File: src/rtl/safecrack_pkg.sv
// Shared types and constant helpers for the safecrack code lock.
package safecrack_pkg;

   typedef enum logic [1:0] {StEntry, StOpen, StProg, StLockout} state_t;

   localparam int unsigned MaxBtnW = 8;

   // All-ones pattern of btn_w bits: the idle (nothing pressed) button vector.
   function automatic logic [MaxBtnW-1:0] btn_idle(int unsigned btn_w);
      return MaxBtnW'((32'd1 << btn_w) - 32'd1);
   endfunction

   // Reset code digit i: idle with bit (i mod btn_w) low.
   function automatic logic [MaxBtnW-1:0] default_code(int unsigned i, int unsigned btn_w);
      return btn_idle(btn_w) & ~(MaxBtnW'(1) << (i % btn_w));
   endfunction

endpackage

File: src/rtl/safecrack_btn_edge.sv
// Button press detector: flags the single cycle where btn leaves the idle pattern.
module safecrack_btn_edge
   import safecrack_pkg::*;
#(
   parameter int unsigned BTN_W = 4
) (
   input  logic             clk,
   input  logic             rst,
   input  logic [BTN_W-1:0] btn,
   output logic             press_vld,
   output logic [BTN_W-1:0] press
);

   localparam logic [MaxBtnW-1:0] IdleFull = btn_idle(BTN_W);
   localparam logic [BTN_W-1:0]   Idle     = IdleFull[BTN_W-1:0];

   logic [BTN_W-1:0] prev_q;

   always_ff @(posedge clk) begin
      if (rst) prev_q <= Idle;
      else     prev_q <= btn;
   end

   assign press_vld = (prev_q == Idle) && (btn != Idle);
   assign press     = btn;

endmodule

File: src/rtl/safecrack_gen.sv
// Code lock: digit entry with error counting, timed lockout, and in-place reprogramming.
module safecrack_gen
   import safecrack_pkg::*;
#(
   parameter int unsigned DIGITS        = 4,
   parameter int unsigned BTN_W         = 4,
   parameter int unsigned MAX_ERR       = 3,
   parameter int unsigned LOCK_SEC      = 10,
   parameter int unsigned TICKS_PER_SEC = 50_000_000
) (
   input  logic                clk,
   input  logic                rst,
   input  logic [BTN_W-1:0]    btn,
   input  logic                ms,
   input  logic                relock,
   output logic                unlocked,
   output logic                locked_out,
   output logic [DIGITS-1:0]   leds_ok,
   output logic [MAX_ERR-1:0]  leds_err,
   output logic [LOCK_SEC-1:0] leds_sec
);

   localparam int unsigned IdxW = $clog2(DIGITS);
   localparam int unsigned ErrW = $clog2(MAX_ERR + 1);
   localparam int unsigned SecW = (LOCK_SEC > 1) ? $clog2(LOCK_SEC) : 1;
   localparam int unsigned PreW = (TICKS_PER_SEC > 1) ? $clog2(TICKS_PER_SEC) : 1;

   state_t                       state_q, state_d;
   logic [IdxW-1:0]              idx_q, idx_d;
   logic [ErrW-1:0]              err_q, err_d, err_inc;
   logic [PreW-1:0]              presc_q, presc_d;
   logic [SecW-1:0]              sec_q, sec_d;
   logic [DIGITS-1:0]            leds_ok_q, leds_ok_d;
   logic [MAX_ERR-1:0]           leds_err_q, leds_err_d;
   logic [LOCK_SEC-1:0]          leds_sec_q, leds_sec_d;
   logic [DIGITS-1:0][BTN_W-1:0] code_q, code_d, shadow_q, shadow_d, code_rst;

   logic             press_vld;
   logic [BTN_W-1:0] press;
   logic             single, match, last_idx, err_full, prog_press, tick, lock_done;

   safecrack_btn_edge #(
      .BTN_W (BTN_W)
   ) u_btn_edge (
      .clk       (clk),
      .rst       (rst),
      .btn       (btn),
      .press_vld (press_vld),
      .press     (press)
   );

   for (genvar g = 0; g < DIGITS; g++) begin : g_code_rst
      localparam logic [MaxBtnW-1:0] Full = default_code(g, BTN_W);
      assign code_rst[g] = Full[BTN_W-1:0];
   end

   assign single     = $onehot(~press);
   assign match      = press_vld && single && (press == code_q[idx_q]);
   assign last_idx   = (idx_q == IdxW'(DIGITS - 1));
   assign err_inc    = err_q + ErrW'(1);
   assign err_full   = (err_inc == ErrW'(MAX_ERR));
   assign prog_press = press_vld && single;
   assign tick       = (presc_q == PreW'(TICKS_PER_SEC - 1));
   assign lock_done  = tick && (sec_q == SecW'(LOCK_SEC - 1));

   always_ff @(posedge clk) begin
      if (rst) state_q <= StEntry;
      else     state_q <= state_d;
   end

   always_comb begin
      state_d = state_q;
      unique case (state_q)
         StEntry: begin
            if (press_vld && !match && err_full) state_d = StLockout;
            else if (match && last_idx)          state_d = StOpen;
         end
         StOpen: begin
            if (relock)  state_d = StEntry;
            else if (ms) state_d = StProg;
         end
         StProg: begin
            if (!ms)                         state_d = StOpen;
            else if (prog_press && last_idx) state_d = StEntry;
         end
         StLockout: if (lock_done) state_d = StEntry;
         default: state_d = StEntry;
      endcase
   end

   always_comb begin
      unlocked   = (state_q == StOpen);
      locked_out = (state_q == StLockout);
      leds_ok    = leds_ok_q;
      leds_err   = leds_err_q;
      leds_sec   = leds_sec_q;
   end

   always_comb begin
      idx_d      = idx_q;
      err_d      = err_q;
      presc_d    = presc_q;
      sec_d      = sec_q;
      leds_ok_d  = leds_ok_q;
      leds_err_d = leds_err_q;
      leds_sec_d = leds_sec_q;
      code_d     = code_q;
      shadow_d   = shadow_q;
      unique case (state_q)
         StEntry: begin
            if (match && last_idx) begin
               idx_d      = '0;
               leds_ok_d  = '0;
               err_d      = '0;
               leds_err_d = '0;
            end else if (match) begin
               idx_d     = idx_q + IdxW'(1);
               leds_ok_d = (leds_ok_q << 1) | DIGITS'(1);
            end else if (press_vld) begin
               idx_d      = '0;
               leds_ok_d  = '0;
               err_d      = (err_q < ErrW'(MAX_ERR)) ? err_inc : err_q;
               leds_err_d = (leds_err_q << 1) | MAX_ERR'(1);
            end
         end
         StOpen: idx_d = '0;
         StProg: begin
            if (!ms) begin
               idx_d = '0;
            end else if (prog_press) begin
               shadow_d[idx_q] = press;
               if (last_idx) begin
                  // Final digit goes straight into the code alongside the earlier shadow digits.
                  code_d        = shadow_q;
                  code_d[idx_q] = press;
                  idx_d         = '0;
               end else begin
                  idx_d = idx_q + IdxW'(1);
               end
            end
         end
         StLockout: begin
            if (lock_done) begin
               presc_d    = '0;
               sec_d      = '0;
               leds_sec_d = '0;
               err_d      = '0;
               leds_err_d = '0;
            end else if (tick) begin
               presc_d    = '0;
               sec_d      = sec_q + SecW'(1);
               leds_sec_d = (leds_sec_q << 1) | LOCK_SEC'(1);
            end else begin
               presc_d = presc_q + PreW'(1);
            end
         end
         default: ;
      endcase
   end

   always_ff @(posedge clk) begin
      if (rst) begin
         idx_q      <= '0;
         err_q      <= '0;
         presc_q    <= '0;
         sec_q      <= '0;
         leds_ok_q  <= '0;
         leds_err_q <= '0;
         leds_sec_q <= '0;
         code_q     <= code_rst;
         shadow_q   <= '0;
      end else begin
         idx_q      <= idx_d;
         err_q      <= err_d;
         presc_q    <= presc_d;
         sec_q      <= sec_d;
         leds_ok_q  <= leds_ok_d;
         leds_err_q <= leds_err_d;
         leds_sec_q <= leds_sec_d;
         code_q     <= code_d;
         shadow_q   <= shadow_d;
      end
   end

endmodule

File: config.mk
export PLATFORM = sky130hd
export DESIGN_NAME = safecrack_gen
export DESIGN_NICKNAME = d
export VERILOG_FILES = /design/src/rtl/safecrack_pkg.sv /design/src/rtl/safecrack_btn_edge.sv /design/src/rtl/safecrack_gen.sv
export SDC_FILE = /design/constraint.sdc
export NUM_CORES = 1
export LEC_CHECK = 0
export BUFFER_PORTS_ARGS = -buffer_cell sky130_fd_sc_hd__buf_2
export CAP_MARGIN = 20
export CORE_MARGIN = 2
export CORE_UTILIZATION = 50
export DETAILED_ROUTE_END_ITERATION = 8
export PLACE_DENSITY = 0.67
export SYNTH_ARGS = -nofsm -noshare
export SYNTH_HDL_FRONTEND = slang
export SYNTH_SLANG_ARGS = --single-unit
File: constraint.sdc
create_clock -name clk -period 3.72 [get_ports clk]
set_clock_uncertainty 0.2 [all_clocks]
set_input_delay 0.372 -clock clk [delete_from_list [all_inputs] [get_ports clk]]
set_output_delay 0.372 -clock clk [all_outputs]
set_load 0.02 [all_outputs]
==> out/qor.yml, run 1 <==
logic_synthesis:
  synth_top_area_cell: "dfxtp_1"
  synth-edff-count: 0
  yosysUniqueCellTypes: 52
  yosys.area.top_type_share_pct: 41.8
  ys_ff_latch: 85
  yosys_warnings: 0
  synth_cells: 461
  seq_area_frac_synth_pct: 41.8
  synth_fp_nets: 487
  ys_async_sr_fraction_pct: 0
  synth_area_per_cell_um2: 8.83
  synth_area_leaders: "dfxtp_1, nand2_1, ha_1"
  synthFlopType: "dfxtp_1"
  netlist_area_um2: 4070
pwr:
  switching_share_pct: 28.8
  switching_power_mw: 0.563
  p_int_mw: 1.39
  seqPwrFrac_pct: 49.2
  power_density_nw_per_um2: 436
  ir_worst_vdd_v: 0.000196
  combPwrFrac_pct: 16.3
  clkPwrFrac_pct: 34.5
  p_leak_nw: 1.73
grt:
  grt_pass1_vias: 3112
  grt_util_all_layers_pct: 20.5
  grt_overflow_total: 0
  grt_max_degree: 42
  grt_first_pass_wirelength_mm: 14.6
  antenna_found_initial: 0
detailed_routing:
  drtIter0Drc: 139
  ant_nets: 0
  route.met3.wl_um: 291
  drc_errors: 0
  wl_per_cell_um: 14.1
  top_layer: "met4"
  wl_met1_mm: 4.19
  vias_per_cell: 5.47
  routed_wl_mm: 8.29
  vias: 3204
  route.met2.wl_mm: 3.70
  dr.pass1.iters: 4
setup_path:
  crit_chain: "buf_2, fa_1, inv_1, ha_1, ha_1, nor3b_1, nor2b_1, nand2_2, a2111o_1, o211ai_1, mux2_2"
  crit_required_ns: 3.76
  cpPeakStageDelay_ns: 0.54
  crit_top_cell: "ha_1"
  arrival_ns: 3.20
  crit_type: "in2reg"
  worstSetupEndpointType: "flip-flop"
  worst_path_max_delay_cell: "fa_1"
  cp-start-kind: "input pin"
  crit_fanout: 11
sta:
  rsz0062_at_grt: "false"
  slew_headroom_pct: 44.8
  fmax_mhz: 316
  post-route-period-util_pct: 85.0
  period_minus_slack_ns: 3.16
  setup_violations: 0
  slew_viol_final: 0
  worst_slew_pin_slew_ns: 0.828
  final_hold_viol_count: 0
  setup-tns-final_ns: 0
placed_design:
  hpwl_mm: 5.71
  place.gp.congestion: 0.864
  port_buffers: 26
  dp_cells: 570
finish:
  layoutNonFillerInstCount: 586
  area_growth_syn_to_layout_pct: 10.1
  antenna_cells: 0
  num-nets-final: 505
  drive_above_1_share_pct: 13.8
floorplanning:
  die_h_um: 94.2
  die_x_um: 94.2
  io_pins: 27
  core_area_um2: 7810
  rows: 32
  die-area_um2: 8880
  start_util_pct: 52.1
clocking:
  clk_pin_slew_ns: 0.09
  clk_path_buf_depth: 2
  post-cts-setup-buffers: 0
  hold_buffers: 0
  numClockSinks: 85
  cts_tree: "built"
  clockRootBuffer: "clkbuf_8"
  h-tree-depth: 3
  cts-buffers-inserted: 9
  ctsResizeCount: 0
  insertion_delay_ns: 0.35
worst_hold_path:
  hp-class: "in2reg"
run:
  max-cap-violations: 0
run_status:
  status: "finished, final reports clean"
## layer usage
layer,track usage [%],vias to the layer above
met5,0,-
met4,7.61,0
met3,3.29,9
met2,32.6,48
met1,28.1,1502
li1,-,1645
## per-stage QoR
stage               setup WS [ns]  cell area, µm²  util [%]  hold slack, ns  total power [mW]
CTS                         0.615            4480      57.4           0.146              1.97
floorplan                   0.620            4070         -           0.231              1.23
finish                      0.559            4480      57.4           0.155              1.95
global placement            0.310            4270      54.7           0.239              1.30
global route                0.385            4480      57.4           0.157              2.05
detailed placement          0.235            4270      54.7           0.246              1.30
## path summary, 6_finish.rpt
path                                   from          end  slack, ns  depth (start not counted)
worst max-delay path                 btn[0]     err_q[0]       0.56                         11
worst min-delay path                 btn[2]  shadow_q[6]       0.15                          3
worst max register to register     idx_q[1]     err_q[0]       0.97                          6
worst min register to register  shadow_q[5]  shadow_q[5]       0.26                          2
## cells by family after synthesis
kind of cell               count (synthesis)  synth area share, %
xor gates and xnor gates                  30                 6.46
DFF                                       85                 41.8
adders and majority gates                 18                 5.72
and+or+nand+nor                          192                 23.0
AOI/OAI and AO/OA                         73                 12.9
buffers and inverters                     41                 4.00
muxes                                     22                 6.09
## placed cells by master, fill, tap and decap left out, types with 8 or more instances in the layout
master    count
nor3_1       10
clkbuf_8     10
ha_1         17
xor2_1       16
o211ai_1      8
a21oi_1      26
a22o_1        9
nor2_1       44
xnor2_1      14
mux2i_1      18
inv_1        15
nand3_1      30
nand2_1      60
buf_2        26
nand4_1      10
dfxtp_1      85
## layout make-up
cell class	instances	area, µm²
sequential	85	1700
tap	102	128
clock buffer	10	138
timing repair buffer	32	175
clock inverter	6	71.3
inverter	16	60.1
fill	711	3330
multi-input combinational	335	2200
## synthesized netlist by cell type, types with 14 or more instances
master    number
nor2_1        44
mux2i_1       18
ha_1          17
clkbuf_1      14
inv_1         15
xor2_1        16
nand2_1       60
a21oi_1       26
nand3_1       30
xnor2_1       14
dfxtp_1       85
## power groups by stage
stage,registers [mW],clock network [mW],logic (mW)
after floorplan,0.965,0,0.261
after global placement,0.982,0,0.314
after detailed placement,0.983,0,0.318
after CTS,0.962,0.692,0.319
after global routing,0.966,0.724,0.356
final,0.961,0.674,0.319
## state kept, by name, indices dropped and copies added, names as in the netlist
name               count
presc_q               26
shadow_q              12
state_q                2
leds_err               3
leds_sec              10
code_q                16
err_q                  2
leds_ok                4
sec_q                  4
idx_q                  2
u_btn_edge.prev_q      4
## worst max-delay path: cells and delay by family
| kind | cells | cell delay [ns] |
|---|---|---|
| compound gates | 2 | 0.55 |
| fa+ha+maj | 3 | 1.00 |
| buf+inv | 2 | 0.21 |
| mux | 1 | 0.36 |
| simple gates | 3 | 0.71 |
Power figures use the tool's default switching activity.
==> run 2, diff against run 1 <==
--- a/config.mk
+++ b/config.mk
@@ -10,7 +10,7 @@
 export CORE_MARGIN = 2
 export CORE_UTILIZATION = 50
 export DETAILED_ROUTE_END_ITERATION = 8
-export PLACE_DENSITY = 0.67
+export PLACE_DENSITY = 0.69
 export SYNTH_ARGS = -nofsm -noshare
 export SYNTH_HDL_FRONTEND = slang
 export SYNTH_SLANG_ARGS = --single-unit
==> constraint.sdc (replaced) <==
create_clock -name clk -period 2.8 [get_ports clk]
set_clock_uncertainty 0.2 [all_clocks]
set_input_delay 0.28 -clock clk [delete_from_list [all_inputs] [get_ports clk]]
set_output_delay 0.28 -clock clk [all_outputs]
set_load 0.02 [all_outputs]
==> run 2 against run 1 <==
First-iteration DRC count increased by 2.2%. Critical path depth is the same. Clock power is 41% higher. Worst hold slack worse by 0.10 ns. Via count rose by 3.8%. Design area grew 4.4%. Sequential share of layout area fell by 1.6 points. Count of clock-buffer cells in the layout up 1. Cell count is 3.2% higher. Non-clock buffer count grew 19. Global-route usage is 0.50 points higher.
==> out/qor.yml, run 2 (synthesis results as in run 1) <==
detailed_routing:
  dr.pass1.iters: 4  # unchanged
  vias_per_cell: 5.50  # +0.55%
  vias: 3326  # +3.8%
  drtIter0Drc: 142  # +2.2%
  drc_errors: 0  # unchanged
  routed_wl_mm: 8.64  # +4.3%
  ant_nets: 0  # unchanged
  wl_per_cell_um: 14.3  # +0.99%
sta:
  fmax_mhz: 381
  slew_viol_final: 0  # unchanged
  post-route-period-util_pct: 93.7
  hold_slack_ns: 0.0550  # -0.0997 ns
  worst_slack_ns: 0.176  # -0.383 ns
  period_minus_slack_ns: 2.62
  final_hold_viol_count: 0  # unchanged
  setup_violations: 0  # unchanged
  rsz0062_at_grt: "false"
  setup-tns-final_ns: 0  # unchanged
  slew_headroom_pct: 51.7  # +6.9 points
  worst_slew_pin_slew_ns: 0.724  # -0.104 ns
placed_design:
  place.gp.congestion: 0.842  # -2.5%
  port_buffers: 26  # unchanged
  hpwl_mm: 5.94  # +4.0%
  dp_worst_setup_slack_ns: -0.198  # -0.433 ns
grt:
  grt_pass1_vias: 3105  # -0.22%
  grt_overflow_total: 0  # unchanged
  grt_util_all_layers_pct: 21.0  # +0.50 points
  grt_first_pass_wirelength_mm: 14.7  # +0.99%
  antenna_found_initial: 0  # unchanged
  grt_max_degree: 24  # -43%
clocking:
  clk_pin_slew_ns: 0.09  # about the same
  numClockSinks: 85  # unchanged
  post-cts-setup-buffers: 0  # unchanged
  h-tree-depth: 3  # unchanged
  cts_tree: "built"
  clockRootBuffer: "clkbuf_8"
  hold_buffers: 0  # unchanged
  cts-buffers-inserted: 9  # unchanged
  clk_path_buf_depth: 2  # unchanged
  insertion_delay_ns: 0.36  # about the same
setup_path:
  crit_fanout: 4  # -7
  arrival_ns: 2.68  # -0.52 ns
  cp-start-kind: "input pin"
  crit_required_ns: 2.86  # -0.90 ns
  worst-path-buf-inv: 2  # unchanged
  crit_type: "in2reg"
  crit_chain: "buf_2, fa_1, inv_1, ha_2, ha_4, nor3b_2, nor2b_2, nand2_2, a2111o_1, o211ai_1, mux2_2"
  worstSetupEndpointType: "flip-flop"
  worst_path_max_delay_cell: "fa_1"
  crit_family: "adder cells"
  cpPeakStageDelay_ns: 0.52  # -0.02 ns
floorplanning:
  start_util_pct: 52.1  # unchanged
  die_x_um: 94.2  # unchanged
  die_h_um: 94.2  # unchanged
  core_area_um2: 7810  # unchanged
  io_pins: 27  # unchanged
  die-area_um2: 8880  # unchanged
  rows: 32  # unchanged
finish:
  nFillCells: 704  # -0.98%
  final_common_cell: "dfxtp_1"
  seqCellArea_um2: 1700  # about the same
  num-nets-final: 524  # +3.8%
  antenna_cells: 0  # unchanged
  reg_top3: "presc_q x26, code_q x16, shadow_q x12"
  largest_reg_flops: 26  # unchanged
  drive_above_1_share_pct: 18.3  # +4.4 points
  top_register: "presc_q"
  mostFrequentLayoutCells: "dfxtp_1, nand2_1, nor2_1"
  area_growth_syn_to_layout_pct: 14.9
  multi_input_area_um2: 2230  # +1.4%
pwr:
  power_density_nw_per_um2: 571  # +31%
  p_leak_nw: 1.83  # +5.7%
  ir_worst_vdd_v: 0.000285  # +46%
worst_hold_path:
  hp-class: "in2reg"
run:
  max-cap-violations: 0  # unchanged
run_status:
  status: "finished, final reports clean"
==> run 2: final cells by class <==
cell class	count	share of cell area (%)
Inverter	16	1.29
Timing Repair Buffer	51	7.07
Clock inverter	5	1.42
Sequential cell	85	36.4
Clock buffer	11	3.24
Multi-Input combinational cell	335	47.8
Tap cell	102	2.73
==> run 2: worst register-to-register path, delay by kind of cell (launching register included) <==
family	cells	cell delay, ns
compound gates	3	0.81
fa+ha+maj	1	0.23
buf+inv	1	0.18
simple gates	2	0.39
flops	1	0.38
mux	1	0.30
==> run 2: worst paths after layout <==
path / start / endpoint / slack (ns) / cells after the start
setup reg to reg: presc_q[0] / err_q[0] / 0.19 / 8
setup / recovery: btn[0] / err_q[0] / 0.18 / 11
hold / removal: btn[2] / code_q[14] / 0.05 / 3
hold reg to reg: shadow_q[4] / shadow_q[4] / 0.26 / 2
==> run 2: through the flow <==
stage / total power, mW / util (%) / area, µm² / instances
4_1_cts: 2.68 / 59.7 / 4660 / 605
5_1_grt: 2.79 / 59.9 / 4670 / 605
3_3_place_gp: 1.73 / 57.0 / 4450 / 589
2_1_floorplan: 1.63 / - / 4090 / 461
6_report: 2.67 / 59.9 / 4670 / 605
3_5_place_dp: 1.74 / 57.0 / 4450 / 589
==> run 2: routing by layer <==
metal	vias up	wire (µm)	GRT usage (%)	part of all wire [%]
met5	-	0	0	0
met2	55	3970	32.9	46
met3	13	298	3.61	3.4
li1	1691	-	-	-
met1	1567	4240	29.0	49
met4	0	132	7.97	1.5
==> run 2: timing repair <==
item | CTS | global route
gates resized for setup | 0 | 2
endpoints found under the setup margin | 0 | 7
endpoints found under the hold margin | 0 | 0
==> run 2: where the power goes <==
group          total [mW]  switching, mW  internal, mW
combinational       0.440          0.254         0.186
sequential           1.28         0.0420          1.24
clock               0.950          0.478         0.472
